<file path="config.mk">
export PLATFORM = sky130hd
export DESIGN_NAME = display_scan_ctrl_flat
export DESIGN_NICKNAME = d
export VERILOG_FILES = /design/src/rtl/display_scan_ctrl_pkg.sv /design/src/rtl/display_scan_ctrl_if.sv /design/src/rtl/display_scan_ctrl_bcd_dabble_seq.sv /design/src/rtl/display_scan_ctrl.sv /design/src/flat_wrapper.sv
export SDC_FILE = /design/constraint.sdc
export NUM_CORES = 1
export LEC_CHECK = 0
export BUFFER_PORTS_ARGS = -buffer_cell sky130_fd_sc_hd__buf_2
export CORE_MARGIN = 4
export CORE_UTILIZATION = 61
export CTS_CLUSTER_DIAMETER = 80
export CTS_CLUSTER_SIZE = 30
export DETAILED_ROUTE_END_ITERATION = 7
export PLACE_DENSITY_LB_ADDON = 0.15
export SLEW_MARGIN = 20
export SYNTH_ARGS = -nofsm -noshare
export SYNTH_HDL_FRONTEND = slang
export SYNTH_HIERARCHICAL = 1
export SYNTH_SLANG_ARGS = --single-unit
</file>
<file path="constraint.sdc">
create_clock -name clk -period 2.7 [get_ports clk]
set_input_delay 0.54 -clock clk [delete_from_list [all_inputs] [get_ports clk]]
set_output_delay 0.54 -clock clk [all_outputs]
set_load 0.05 [all_outputs]
</file>
<file path="src/rtl/display_scan_ctrl_pkg.sv">
// rtl/display_scan_ctrl_pkg.sv - shared types and constants for the display scan controller
package display_pkg;

  typedef enum logic [1:0] {
    S_IDLE,
    S_CONVERT,
    S_COMMIT
  } scan_state_t;

  localparam logic [3:0] DIG_DASH = 4'd15;
  localparam logic [3:0] DIG_ZERO = 4'd0;

  // Decimal digits needed for the magnitude of a signed value of the given width
  // (log10(2) ~ 0.301, plus one for the partial digit).
  function automatic int bcd_digits(input int width);
    return (width * 301) / 1000 + 1;
  endfunction

endpackage

</file>
<file path="src/rtl/display_scan_ctrl_if.sv">
// rtl/display_scan_ctrl_if.sv - value input handshake and display drive signals
interface display_scan_ctrl_if #(
  parameter int WIDTH = 16,
  parameter int NDIG  = 8
);

  logic             in_valid;
  logic [WIDTH-1:0] in_data;
  logic             in_ready;
  logic             busy;
  logic [3:0]       digito;
  logic [NDIG-1:0]  anode;

  // Source of values to display (e.g. the multiplier side)
  modport master (
    output in_valid,
    output in_data,
    input  in_ready,
    input  busy,
    input  digito,
    input  anode
  );

  // The scan controller itself
  modport slave (
    input  in_valid,
    input  in_data,
    output in_ready,
    output busy,
    output digito,
    output anode
  );

endinterface

</file>
<file path="src/rtl/display_scan_ctrl_bcd_dabble_seq.sv">
// rtl/display_scan_ctrl_bcd_dabble_seq.sv - serial double-dabble binary to BCD converter
module bcd_dabble_seq #(
  parameter int WIDTH      = 16,
  parameter int BCD_DIGITS = 5
) (
  input  logic                    clk,
  input  logic                    rst,
  input  logic                    start,
  input  logic [WIDTH-1:0]        bin,
  output logic                    done,
  output logic [BCD_DIGITS*4-1:0] bcd
);

  localparam int BCD_W = BCD_DIGITS * 4;
  localparam int CNT_W = $clog2(WIDTH + 1);

  logic [WIDTH-1:0] bin_q, bin_d;
  logic [BCD_W-1:0] bcd_q, bcd_d;
  logic [BCD_W-1:0] adj;
  logic [CNT_W-1:0] cnt_q, cnt_d;
  logic             run_q, run_d;

  // Add-3 correction on every nibble >= 5, then shift one binary bit into the BCD field.
  always_comb begin
    adj   = bcd_q;
    bin_d = bin_q;
    bcd_d = bcd_q;
    cnt_d = cnt_q;
    run_d = run_q;
    for (int i = 0; i < BCD_DIGITS; i++) begin
      if (bcd_q[i*4 +: 4] >= 4'd5) begin
        adj[i*4 +: 4] = bcd_q[i*4 +: 4] + 4'd3;
      end
    end
    if (start) begin
      bin_d = bin;
      bcd_d = '0;
      cnt_d = '0;
      run_d = 1'b1;
    end else if (run_q) begin
      bcd_d = {adj[BCD_W-2:0], bin_q[WIDTH-1]};
      bin_d = {bin_q[WIDTH-2:0], 1'b0};
      cnt_d = cnt_q + CNT_W'(1);
      if (cnt_q == CNT_W'(WIDTH - 1)) begin
        run_d = 1'b0;
      end
    end
  end

  // Converter state; the result stays in bcd_q after the last shift until the next start.
  always_ff @(posedge clk) begin
    if (rst) begin
      bin_q <= '0;
      bcd_q <= '0;
      cnt_q <= '0;
      run_q <= 1'b0;
    end else begin
      bin_q <= bin_d;
      bcd_q <= bcd_d;
      cnt_q <= cnt_d;
      run_q <= run_d;
    end
  end

  // High during the cycle whose closing edge performs the final shift, so the
  // caller can leave its convert phase on that same edge.
  assign done = run_q && (cnt_q == CNT_W'(WIDTH - 1));
  assign bcd  = bcd_q;

endmodule

</file>
<file path="src/rtl/display_scan_ctrl.sv">
// rtl/display_scan_ctrl.sv - signed value to multiplexed 7-segment digit sequencer
module display_scan_ctrl
  import display_pkg::*;
#(
  parameter int WIDTH       = 16,
  parameter int NDIG        = 8,
  parameter int REFRESH_DIV = 100000
) (
  input  logic               clk,
  input  logic               rst,
  display_scan_ctrl_if.slave bus
);

  localparam int BCD_DIGITS = bcd_digits(WIDTH);
  localparam int BCD_W      = BCD_DIGITS * 4;
  localparam int RCNT_W     = $clog2(REFRESH_DIV);
  localparam int IDX_W      = $clog2(NDIG);

  scan_state_t      state_q, state_d;
  logic             in_ready_q, in_ready_d;
  logic             sign_q, sign_d;
  logic [BCD_W-1:0] disp_bcd_q, disp_bcd_d;
  logic             disp_sign_q, disp_sign_d;

  logic             accept;
  logic [WIDTH-1:0] mag;
  logic             conv_done;
  logic [BCD_W-1:0] conv_bcd;

  logic [RCNT_W-1:0] rcnt_q, rcnt_d;
  logic [IDX_W-1:0]  idx_q, idx_d;
  logic [NDIG-1:0]   anode_q, anode_d;
  logic [3:0]        digito_q, digito_d;
  logic [3:0]        sel_digit;
  int                msd;
  int                pos;

  assign accept = bus.in_valid & in_ready_q;

  // Two's-complement magnitude; the most negative value maps onto 2^(WIDTH-1) unsigned.
  assign mag = bus.in_data[WIDTH-1] ? ((~bus.in_data) + WIDTH'(1)) : bus.in_data;

  bcd_dabble_seq #(
    .WIDTH      (WIDTH),
    .BCD_DIGITS (BCD_DIGITS)
  ) u_dabble (
    .clk   (clk),
    .rst   (rst),
    .start (accept),
    .bin   (mag),
    .done  (conv_done),
    .bcd   (conv_bcd)
  );

  // Handshake next-state: display registers only change in COMMIT, so the old value
  // stays on the digits for the whole conversion.
  always_comb begin
    state_d     = state_q;
    in_ready_d  = in_ready_q;
    sign_d      = sign_q;
    disp_bcd_d  = disp_bcd_q;
    disp_sign_d = disp_sign_q;
    case (state_q)
      S_IDLE: begin
        if (accept) begin
          state_d    = S_CONVERT;
          in_ready_d = 1'b0;
          sign_d     = bus.in_data[WIDTH-1];
        end
      end
      S_CONVERT: begin
        if (conv_done) begin
          state_d = S_COMMIT;
        end
      end
      S_COMMIT: begin
        disp_bcd_d  = conv_bcd;
        disp_sign_d = sign_q & (conv_bcd != '0);
        state_d     = S_IDLE;
        in_ready_d  = 1'b1;
      end
      default: begin
        state_d    = S_IDLE;
        in_ready_d = 1'b1;
      end
    endcase
  end

  // Handshake FSM and display registers; rst aborts a conversion and clears the display.
  always_ff @(posedge clk) begin
    if (rst) begin
      state_q     <= S_IDLE;
      in_ready_q  <= 1'b1;
      sign_q      <= 1'b0;
      disp_bcd_q  <= '0;
      disp_sign_q <= 1'b0;
    end else begin
      state_q     <= state_d;
      in_ready_q  <= in_ready_d;
      sign_q      <= sign_d;
      disp_bcd_q  <= disp_bcd_d;
      disp_sign_q <= disp_sign_d;
    end
  end

  // Refresh divider and digit index; free-running regardless of conversions.
  always_comb begin
    rcnt_d = rcnt_q + RCNT_W'(1);
    idx_d  = idx_q;
    if (rcnt_q == RCNT_W'(REFRESH_DIV - 1)) begin
      rcnt_d = '0;
      idx_d  = (idx_q == IDX_W'(NDIG - 1)) ? '0 : idx_q + IDX_W'(1);
    end
  end

  // Blanking and digit select for the position currently addressed by idx_q.
  always_comb begin
    msd       = 0;
    pos       = int'(idx_q);
    sel_digit = DIG_ZERO;
    anode_d   = '1;
    digito_d  = DIG_ZERO;
    for (int i = 0; i < BCD_DIGITS; i++) begin
      if (disp_bcd_q[i*4 +: 4] != 4'd0) begin
        msd = i;
      end
      if (pos == i) begin
        sel_digit = disp_bcd_q[i*4 +: 4];
      end
    end
    if (pos <= msd) begin
      anode_d  = ~(NDIG'(1) << idx_q);
      digito_d = sel_digit;
    end else if (disp_sign_q && (pos == msd + 1)) begin
      anode_d  = ~(NDIG'(1) << idx_q);
      digito_d = DIG_DASH;
    end
  end

  // Scan registers; anode/digito trail idx by one cycle and only change on an edge.
  always_ff @(posedge clk) begin
    if (rst) begin
      rcnt_q   <= '0;
      idx_q    <= '0;
      anode_q  <= '1;
      digito_q <= DIG_ZERO;
    end else begin
      rcnt_q   <= rcnt_d;
      idx_q    <= idx_d;
      anode_q  <= anode_d;
      digito_q <= digito_d;
    end
  end

  assign bus.in_ready = in_ready_q;
  assign bus.busy     = ~in_ready_q;
  assign bus.anode    = anode_q;
  assign bus.digito   = digito_q;

endmodule

</file>
<file path="src/flat_wrapper.sv">
// flat-port wrapper written by rule: the top's interface ports become plain ports
module display_scan_ctrl_flat import display_pkg::*;
#(
  parameter int WIDTH       = 16,
  parameter int NDIG        = 8,
  parameter int REFRESH_DIV = 100000
)
  (clk, rst, bus_in_valid, bus_in_data, bus_in_ready, bus_busy, bus_digito, bus_anode);
  display_scan_ctrl_if #(.WIDTH(WIDTH), .NDIG(NDIG)) bus_i ();
  input  logic clk;
  input  logic rst;
  input wire logic [$bits(bus_i.in_valid)-1:0] bus_in_valid;
  input wire logic [$bits(bus_i.in_data)-1:0] bus_in_data;
  output wire logic [$bits(bus_i.in_ready)-1:0] bus_in_ready;
  output wire logic [$bits(bus_i.busy)-1:0] bus_busy;
  output wire logic [$bits(bus_i.digito)-1:0] bus_digito;
  output wire logic [$bits(bus_i.anode)-1:0] bus_anode;
  assign bus_i.in_valid = bus_in_valid;
  assign bus_i.in_data = bus_in_data;
  assign bus_in_ready = bus_i.in_ready;
  assign bus_busy = bus_i.busy;
  assign bus_digito = bus_i.digito;
  assign bus_anode = bus_i.anode;
  display_scan_ctrl #(.WIDTH(WIDTH), .NDIG(NDIG), .REFRESH_DIV(REFRESH_DIV)) u_core (.clk(clk), .rst(rst), .bus(bus_i));
endmodule
</file>
==> results of run 1 <==
-- Yosys cell counts, drive strengths merged (18+ instances only) --
| library cell | n | area, um2 |
|---|---|---|
| nand3 | 19 | 95.1 |
| mux2i | 18 | 180 |
| nand2 | 74 | 278 |
| inv | 30 | 113 |
| o21ai | 27 | 139 |
| xnor2 | 27 | 236 |
| ha | 24 | 300 |
| clkbuf | 18 | 67.6 |
| dfxtp | 99 | 1980 |
| a21oi | 41 | 205 |
| nor2 | 53 | 199 |
-- routing by layer --
| layer | vias up | part of all wire, % | track usage, % |
|---|---|---|---|
| met2 | 132 | 50 | 38.9 |
| met5 | - | 0 | 0 |
| met1 | 2111 | 43 | 26.5 |
| met3 | 23 | 5.4 | 5.40 |
| met4 | 0 | 1.7 | 7.05 |
| li1 | 2232 | - | - |
-- cells in the final DEF (no fill, tap or decap), drive strengths merged, types with 7 or more instances in the layout --
cell type,count
nand3,19
nand2b,11
nor4,13
nor2,53
nand4,9
nand2,74
nor2b,10
xnor2,27
o21ai,27
clkbuf,11
nor3,7
buf,38
or4,10
mux2,16
ha,24
inv,31
a21oi,41
o211ai,10
xor2,7
or3,7
mux2i,18
dfxtp,99
a31oi,8
-- final cells by class --
class | count | area share, %
Tap cell | 105 | 2.32
Inverter | 31 | 2.05
Sequential cell | 99 | 35.0
Clock inverter | 5 | 1.90
Multi-Input combinational cell | 456 | 52.2
Timing Repair Buffer | 38 | 3.84
Clock buffer | 11 | 2.67
-- worst register-to-register path, stage by stage (launching register included) --
cell and delay (ns):
dfxtp_1 0.33, or4_1 0.55, inv_1 0.14, nand2_1 0.09, ha_1 0.29, nor2b_1 0.13, o21a_1 0.19, o21a_1 0.22
o41ai_1 0.44
-- registers in the layout (all words and copies together) (netlist names) --
register and flops:
u_core/u_dabble/bcd 20, u_core/sign_q 1, u_core/u_dabble/run_q 1, u_core/bus.anode 8
u_core/bus.digito 4, u_core/state_q 2, u_core/bus.in_ready 1, u_core/disp_sign_q 1
u_core/rcnt_q 17, u_core/u_dabble/bin_q 16, u_core/idx_q 3, u_core/u_dabble/cnt_q 5
u_core/disp_bcd_q 20
-- power by group --
part	total [mW]	switching [mW]	internal [mW]
logic	0.293	0.163	0.130
clock network	1.18	0.510	0.671
registers	1.55	0.0483	1.50
-- through the flow --
step	worst slack, ns	power [mW]	util (%)
floorplan	0.451	1.80	-
global placement	0.303	1.86	65.5
detailed placement	0.273	1.87	65.5
CTS	0.219	3.06	68.7
global route	0.0547	3.15	68.7
finish	0.203	3.02	68.7
-- cells by family after synthesis --
| logic type | after synthesis | share of synthesized area [%] |
|---|---|---|
| muxes | 34 | 6.89 |
| adders and majority gates | 24 | 5.74 |
| and+or+nand+nor | 237 | 22.6 |
| buffers and inverters | 65 | 5.46 |
| AOI/OAI and AO/OA | 127 | 15.7 |
| DFF | 99 | 37.9 |
| xor gates and xnor gates | 34 | 5.70 |
-- final timing paths --
check / slack (ns) / startpoint / end / cells after the start
max: 0.20 / u_core/disp_bcd_q[16]$_SDFFE_PP0N_ / u_core/bus.digito[1]$_SDFF_PP0_ / 8
min: 0.47 / u_core/disp_bcd_q[0]$_SDFFE_PP0N_ / u_core/disp_bcd_q[0]$_SDFFE_PP0N_ / 2
max reg2reg: 0.20 / u_core/disp_bcd_q[16]$_SDFFE_PP0N_ / u_core/bus.digito[1]$_SDFF_PP0_ / 8
min reg2reg: 0.47 / u_core/disp_bcd_q[0]$_SDFFE_PP0N_ / u_core/disp_bcd_q[0]$_SDFFE_PP0N_ / 2
==> flow_summary_export.csv, run 1 <==
group,metric,value,unit
outcome,status,"finished clean",
setup_path,cp.required,2.93,ns
cts,cts-resized-gates,0,
cts,clk_latency,0.36,ns
cts,post-cts-setup-buffer-count,0,
timing,period_needed,2.50,ns
synth,ys_ff_latch,99,
place,placedCellCount,729,
setup_path,critPathMaxFanout,4,
timing,timing.hold.ws,0.469,ns
layout,fin_cells,745,
place,gp_congestion,0.872,
synth,synth_edf_count,0,
place,portBuffers,32,
detailed_routing,detail-route-antenna-nets,0,
cts,cts_tree,"done",
floorplan,die-area,10100,um2
timing,finalCritPeriodShare,92.5,%
hold_path,hold_class,"flop to flop",
cts,clockRootBuffer,"clkbuf_8",
pwr,leakage,2.04,nW
floorplan,core,8260,um2
synth,synth_area_per_cell,8.43,um2
cts,max-clock-path-buffers,2,
detailed_routing,via_per_inst,6.04,
setup_path,cpLargestDelayFamily,"compound AO/OA/AOI/OAI gates",
synth,ys_seq_area_share,37.9,%
setup_path,cp.arrival,2.73,ns
cts,cts_hold_buffers,0,
layout,design_area,5670,um2
floorplan,die_h,101,um
floorplan,rows,33,
detailed_routing,postRouteWirelength,10.8,mm
setup_path,timing.critical_path.slowest_stage_cell,"or4_1",
layout,layout-drive-gt1-share,12.2,%
synth,ys.warnings.count,6,
timing,final_hold_viol_count,0,
layout,multiInputGateArea,2960,um2
global_route,grt_max_degree,50,
synth,syn-num-nets,663,
place,place_area,5410,um2
setup_path,path_class,"flop to flop",
detailed_routing,first_pass_iters,5,
timing,rsz0062_at_grt,"false",
synth,syn-cell-area,5230,um2
layout,fillers,708,
global_route,antenna_found_initial,0,
detailed_routing,num_vias,4498,
layout,diodes,0,
layout,area_growth,8.42,%
setup_path,cp_cell_sequence,"or4_1, inv_1, nand2_1, ha_1, nor2b_1, o21a_1, o21a_1, o41ai_1",
global_route,grt_overflow,0,
timing,finClkSkew,0.00832,ns
layout,seqCellArea,1980,um2
pwr,p_per_area,533,nW/um2
synth,async_flop_share,0,%
layout,final_nets,678,
setup_path,cpMostUsedCell,"o21a_1",
synth,ys_dominant_reg_cell,"dfxtp_1",
setup_path,crit_path_end_kind,"flop",
pwr,vdd_drop_max,0.399,mV
global_route,grt_pass1_wl,18.5,mm
floorplan,dieWidth,101,um
setup_path,timing.critical_path.buf_inv,1,
global_route,grt_pass1_vias,4210,
synth,synthDistinctLibCells,48,
global_route,gr-usage-all-layers,22.1,%
setup_path,startpoint_type,"flop",
synth,synth_cells,620,
place,dp_hpwl,7.65,mm
flow_run,maxCapViolCount,0,
detailed_routing,drt_drc_violations_left,0,
timing,max_freq,0.401,GHz
timing,slew_viol_final,0,
detailed_routing,wl_per_cell,14.6,um
timing,relSlewSlack,50.4,%
setup_path,critical_path.max_stage_delay,0.55,ns
cts,clock_sinks,99,
cts,cts_htree_levels,3,
timing,finalSetupTns,0,ns
detailed_routing,drt_iter0_markers,215,
timing,setup_viol,0,
floorplan,initial_utilization,63.3,%
timing,tightest_slew,0.743,ns
cts,path_clk_slew,0.09,ns
floorplan,num_io_pins,33,
cts,cts_buffers,9,
No activity file was read; power rests on OpenSTA's default activity.
==> run 2: changes to the inputs <==
--- a/config.mk
+++ b/config.mk
@@ -8,10 +8,11 @@
 export BUFFER_PORTS_ARGS = -buffer_cell sky130_fd_sc_hd__buf_2
 export CORE_MARGIN = 4
 export CORE_UTILIZATION = 61
-export CTS_CLUSTER_DIAMETER = 80
+export CTS_CLUSTER_DIAMETER = 40
 export CTS_CLUSTER_SIZE = 30
 export DETAILED_ROUTE_END_ITERATION = 7
 export PLACE_DENSITY_LB_ADDON = 0.15
+export SETUP_SLACK_MARGIN = 0.3
 export SLEW_MARGIN = 20
 export SYNTH_ARGS = -nofsm -noshare
 export SYNTH_HDL_FRONTEND = slang
==> constraint.sdc (replaced) <==
create_clock -name clk -period 2.4 [get_ports clk]
set_input_delay 0.48 -clock clk [delete_from_list [all_inputs] [get_ports clk]]
set_output_delay 0.48 -clock clk [all_outputs]
set_load 0.05 [all_outputs]
==> run 2 against run 1 <==
Compared with the run above:
- die area is the same
- flip-flop and latch count unchanged
- worst setup slack worse by 0.10 ns
- critical endpoint is now u_core/bus.anode[6]$_SDFF_PP1_
- fmax increased by 8.6%
- clock skew is 0.0018 ns lower
- final area is 4.0% higher
- register-to-register slack got worse by 0.10 ns
==> flow_summary_export.csv, run 2 (synthesis results as in run 1) <==
group,metric,value,unit
global_route,grt_pass1_wl,18.5,mm
cts,max-clock-path-buffers,2,
global_route,antenna_found_initial,0,
pwr,p_per_area,526,nW/um2
setup_path,cp_cell_sequence,"or4_4, a21oi_4, ha_4, xor2_2, nor3b_2, and2_4, o2111ai_2",
setup_path,r2r-start,"u_core/disp_bcd_q[19]$_SDFFE_PP0N_",
floorplan,num_io_pins,33,
setup_path,critical_path.max_stage_delay,0.58,ns
layout,area_growth,12.7,%
place,dp_hpwl,7.63,mm
timing,final_hold_viol_count,0,
timing,finClkSkew,0.00648,ns
setup_path,ff2ff_setup_slack,0.10,ns
detailed_routing,detail-route-antenna-nets,0,
layout,seqCellArea,1990,um2
pwr,leakage,2.11,nW
setup_path,crit_start,"u_core/disp_bcd_q[19]$_SDFFE_PP0N_",
layout,diodes,0,
layout,final_nets,687,
floorplan,dieWidth,101,um
layout,final_cell_mix,"93 x dfxtp_1, 73 x nand2_1, 53 x nor2_1",
hold_path,hold_class,"input pin to flop",
cts,clock_sinks,99,
outcome,status,"finished clean",
cts,path_clk_slew,0.10,ns
cts,cts_buffers,9,
setup_path,timing.critical_path.buf_inv,0,
timing,finalCritPeriodShare,95.8,%
cts,cts_tree,"done",
timing,slew_viol_final,0,
timing,finalSetupTns,0,ns
global_route,grt_pass1_vias,4182,
setup_path,path_class,"flop to flop",
timing,relSlewSlack,51.3,%
layout,fillers,647,
global_route,gr-usage-all-layers,22.1,%
floorplan,die-area,10100,um2
setup_path,cp.required,2.63,ns
floorplan,rows,33,
setup_path,critPathMaxFanout,8,
place,gp_congestion,0.891,
hold_path,min_to,"u_core/u_dabble/bin_q[0]$_SDFFE_PP0P_",
layout,final_common_cell,"dfxtp_1",
place,portBuffers,32,
setup_path,r2r_cells,7,
global_route,grt_max_degree,41,
detailed_routing,wl_per_cell,15.1,um
layout,layout-drive-gt1-share,19.0,%
setup_path,cpLargestDelayFamily,"simple AND/OR/NAND/NOR gates",
detailed_routing,postRouteWirelength,11.4,mm
detailed_routing,drt_drc_violations_left,0,
cts,cts_htree_levels,3,
hold_path,holdPathStages,3,
floorplan,initial_utilization,63.3,%
floorplan,core,8260,um2
setup_path,cp.arrival,2.53,ns
detailed_routing,num_vias,4535,
timing,setup_viol,0,
cts,cts_hold_buffers,0,
setup_path,timing.critical_path.slowest_stage_cell,"or4_4",
cts,clockRootBuffer,"clkbuf_8",
timing,max_freq,0.435,GHz
detailed_routing,via_per_inst,6.01,
detailed_routing,drt_iter0_markers,191,
setup_path,startpoint_type,"flop",
detailed_routing,first_pass_iters,5,
pwr,vdd_drop_max,0.331,mV
timing,tightest_slew,0.730,ns
global_route,grt_overflow,0,
hold_path,worstHoldStart,"bus_in_data[0]",
pwr,power,3.10,mW
layout,multiInputGateArea,3200,um2
cts,clk_latency,0.36,ns
setup_path,r2r-end,"u_core/bus.anode[6]$_SDFF_PP1_",
timing,period_needed,2.30,ns
floorplan,die_h,101,um
setup_path,crit_path_end_kind,"flop",
flow_run,maxCapViolCount,0,
timing,rsz0062_at_grt,"true",
==> run 2: routing by layer <==
layer  vias up  share of wire, %  track usage, %
met5         -                 0               0
met4         0               2.0            6.84
met3        21               4.4            4.71
met2       118                49            38.3
met1      2150                44            27.3
li1       2246                 -               -
==> run 2: worst max path at each step <==
stage	to	slack [ns]	depth (start not counted)
after floorplan	u_core/bus.anode[2]$_SDFF_PP1_	0.24	8
after global placement	u_core/bus.anode[5]$_SDFF_PP1_	0.12	7
after detailed placement	u_core/bus.anode[0]$_SDFF_PP1_	0.06	7
after CTS	u_core/bus.digito[3]$_SDFF_PP0_	0.21	8
after global routing	u_core/bus.digito[2]$_SDFF_PP0_	0.02	8
final	u_core/bus.anode[6]$_SDFF_PP1_	0.10	7
==> run 2: final cells by class <==
cell class                 count  share of cell area (%)
tap                          105                    2.23
sequential                    99                    33.8
multi-input combinational    456                    54.2
clock inverter                 5                   0.594
inverter                      31                    2.02
timing repair buffer          47                    4.63
clock buffer                  11                    2.57
==> run 2: timing repair <==
item,in CTS,in global routing
setup endpoints to repair,15,15
pin swaps,6,19
resized for setup,19,23
hold endpoints to repair,0,0
setup buffers,3,2
==> run 2: per-stage QoR <==
step	cells	utilization, %	cell area (um2)	hold slack, ns	setup slack [ns]
final	754	71.4	5890	0.438	0.100
after global routing	754	71.4	5890	0.430	0.0214
after CTS	752	69.5	5740	0.425	0.212
after detailed placement	733	66.0	5450	0.451	0.0558
after global placement	733	66.0	5450	0.448	0.119
after floorplan	620	-	5250	0.432	0.244
==> run 2: power breakdown <==
part / switching (mW) / leakage (nW) / internal [mW]
clock: 0.583 / 0.0961 / 0.438
combinational: 0.202 / 1.21 / 0.149
sequential: 0.0423 / 0.806 / 1.69
total: 0.827 / 2.11 / 2.27
==> run 2: worst min-delay path, delay by kind of cell <==
kind | cells | cell delay (ns)
buf+inv | 1 | 0.12
simple gates | 1 | 0.08
compound gates | 1 | 0.08
==> run 3: changes to the inputs <==
--- a/config.mk
+++ b/config.mk
@@ -6,8 +6,9 @@
 export NUM_CORES = 1
 export LEC_CHECK = 0
 export BUFFER_PORTS_ARGS = -buffer_cell sky130_fd_sc_hd__buf_2
+export CORE_ASPECT_RATIO = 1.2
 export CORE_MARGIN = 4
-export CORE_UTILIZATION = 61
+export CORE_UTILIZATION = 65
 export CTS_CLUSTER_DIAMETER = 40
 export CTS_CLUSTER_SIZE = 30
 export DETAILED_ROUTE_END_ITERATION = 7
@@ -18,3 +19,4 @@
 export SYNTH_HDL_FRONTEND = slang
 export SYNTH_HIERARCHICAL = 1
 export SYNTH_SLANG_ARGS = --single-unit
+export TNS_END_PERCENT = 20
==> constraint.sdc (replaced) <==
create_clock -name clk -period 2.8 [get_ports clk]
set_input_delay 0.56 -clock clk [delete_from_list [all_inputs] [get_ports clk]]
set_output_delay 0.56 -clock clk [all_outputs]
set_load 0.05 [all_outputs]
==> run 3 against run 2 <==
Compared with the run above:
- fmax fell by 5.4%
- final cell count fell by 2.9%
- highest routed layer unchanged
- clock skew rose by 0.0058 ns
- flip-flop and latch count did not move
- count of clock-buffer cells in the layout fell by 2
- worst hold slack improved by 0.026 ns
- routed wire length fell by 5.7%
- die area fell by 5.6%
- largest power group unchanged
- register-to-register slack improved by 0.27 ns
- sequential power fell by 14%
==> flow_summary_export.csv, run 3 (synthesis results as in run 1) <==
group,metric,value,unit
detailed_routing,drt_iter0_markers,285,
timing,postLayoutSetupSlackWorst,0.370,ns
setup_path,startpoint_type,"flop",
timing,period_needed,2.43,ns
floorplan,dieWidth,89.9,um
cts,path_clk_slew,0.11,ns
detailed_routing,num_vias,4506,
cts,cts_tree,"done",
floorplan,initial_utilization,67.5,%
flow_run,maxCapViolCount,0,
layout,multiInputGateArea,2980,um2
global_route,grt_pass1_wl,19.0,mm
global_route,antenna_found_initial,0,
global_route,gr-usage-all-layers,23.4,%
layout,fillers,599,
layout,area_growth,7.20,%
place,gp_congestion,0.882,
floorplan,core,7750,um2
timing,final_hold_viol_count,0,
timing,finalCritPeriodShare,86.8,%
pwr,vdd_drop_max,0.310,mV
detailed_routing,first_pass_iters,5,
layout,diodes,0,
pwr,leakage,2.01,nW
setup_path,critPathMaxFanout,4,
cts,max-clock-path-buffers,2,
detailed_routing,drt_drc_violations_left,0,
layout,seqCellArea,1980,um2
cts,clk_latency,0.36,ns
timing,slew_viol_final,0,
detailed_routing,via_per_inst,6.16,
floorplan,die-area,9550,um2
timing,setup_viol,0,
setup_path,crit_path_end_kind,"flop",
timing,finClkSkew,0.0123,ns
global_route,grt_pass1_vias,4376,
timing,timing.hold.ws,0.464,ns
cts,post-cts-setup-buffer-count,0,
place,placedCellCount,716,
place,dp_hpwl,7.67,mm
timing,finalSetupTns,0,ns
timing,relSlewSlack,24.7,%
cts,clock_sinks,99,
layout,final_common_cell,"dfxtp_1",
outcome,status,"finished clean",
timing,tightest_slew,1.13,ns
setup_path,path_class,"flop to flop",
setup_path,cp.required,3.06,ns
timing,rsz0062_at_grt,"true",
setup_path,cp.arrival,2.69,ns
detailed_routing,postRouteWirelength,10.8,mm
cts,cts_buffers,9,
layout,final_cell_mix,"98 x dfxtp_1, 74 x nand2_1, 53 x nor2_1",
detailed_routing,wl_per_cell,14.7,um
place,place_ws,0.378,ns
layout,fin_cells,732,
global_route,grt_max_degree,57,
cts,cts_htree_levels,3,
timing,max_freq,0.412,GHz
floorplan,num_io_pins,33,
global_route,grt_overflow,0,
place,portBuffers,32,
floorplan,rows,35,
pwr,p_per_area,477,nW/um2
detailed_routing,detail-route-antenna-nets,0,
floorplan,die_h,106,um
layout,postLayoutCoreUtil,72.3,%
cts,clockRootBuffer,"clkbuf_8",
layout,layout-drive-gt1-share,12.8,%
layout,final_nets,678,
hold_path,hold_class,"flop to flop",
[run 3: area by class of cell]
cell class	count	share of cell area, %
Multi-Input combinational cell	456	53.2
Sequential cell	99	35.4
Timing Repair Buffer	38	3.88
Clock buffer	9	2.21
Inverter	31	2.08
Tap cell	92	2.05
Clock inverter	7	1.23
[run 3: final timing paths]
kind / from / to / slack [ns] / depth (start not counted)
setup / recovery: u_core/disp_bcd_q[16]$_SDFFE_PP0N_ / u_core/bus.digito[1]$_SDFF_PP0_ / 0.37 / 8
hold / removal: u_core/disp_sign_q$_SDFFE_PP0N_ / u_core/disp_sign_q$_SDFFE_PP0N_ / 0.46 / 2
setup reg to reg: u_core/disp_bcd_q[16]$_SDFFE_PP0N_ / u_core/bus.digito[1]$_SDFF_PP0_ / 0.37 / 8
hold reg to reg: u_core/disp_sign_q$_SDFFE_PP0N_ / u_core/disp_sign_q$_SDFFE_PP0N_ / 0.46 / 2
[run 3: critical path: stages (launching register included)]
cell	delay, ns
dfxtp_1	0.34
or4_1	0.56
inv_1	0.13
nand2_1	0.09
ha_1	0.29
nor2b_1	0.13
o21a_1	0.21
o21a_1	0.23
o41ai_1	0.36
[run 3: repair_timing]
action / CTS / global route
resized for setup: 0 / 4
hold buffers: 0 / 0
endpoints found under the setup margin: 0 / 11
[run 3: per-layer routing]
layer | global-route usage, % | share of wire [%] | vias to the layer above
met1 | 26.8 | 43 | 2120
li1 | - | - | 2244
met5 | 0 | 0 | -
met3 | 4.25 | 4.2 | 16
met2 | 43.2 | 51 | 126
met4 | 8.75 | 1.3 | 0
[run 3: through the flow]
step	power (mW)	area, um2
2_1_floorplan	1.73	5230
3_3_place_gp	1.79	5390
3_5_place_dp	1.81	5390
4_1_cts	2.69	5590
5_1_grt	2.81	5610
6_report	2.67	5610
[run 3: report_power, final]
group | switching (mW) | internal (mW) | leakage [nW]
Clock | 0.547 | 0.350 | 0.0933
Combinational | 0.160 | 0.125 | 1.12
Sequential | 0.0455 | 1.45 | 0.803
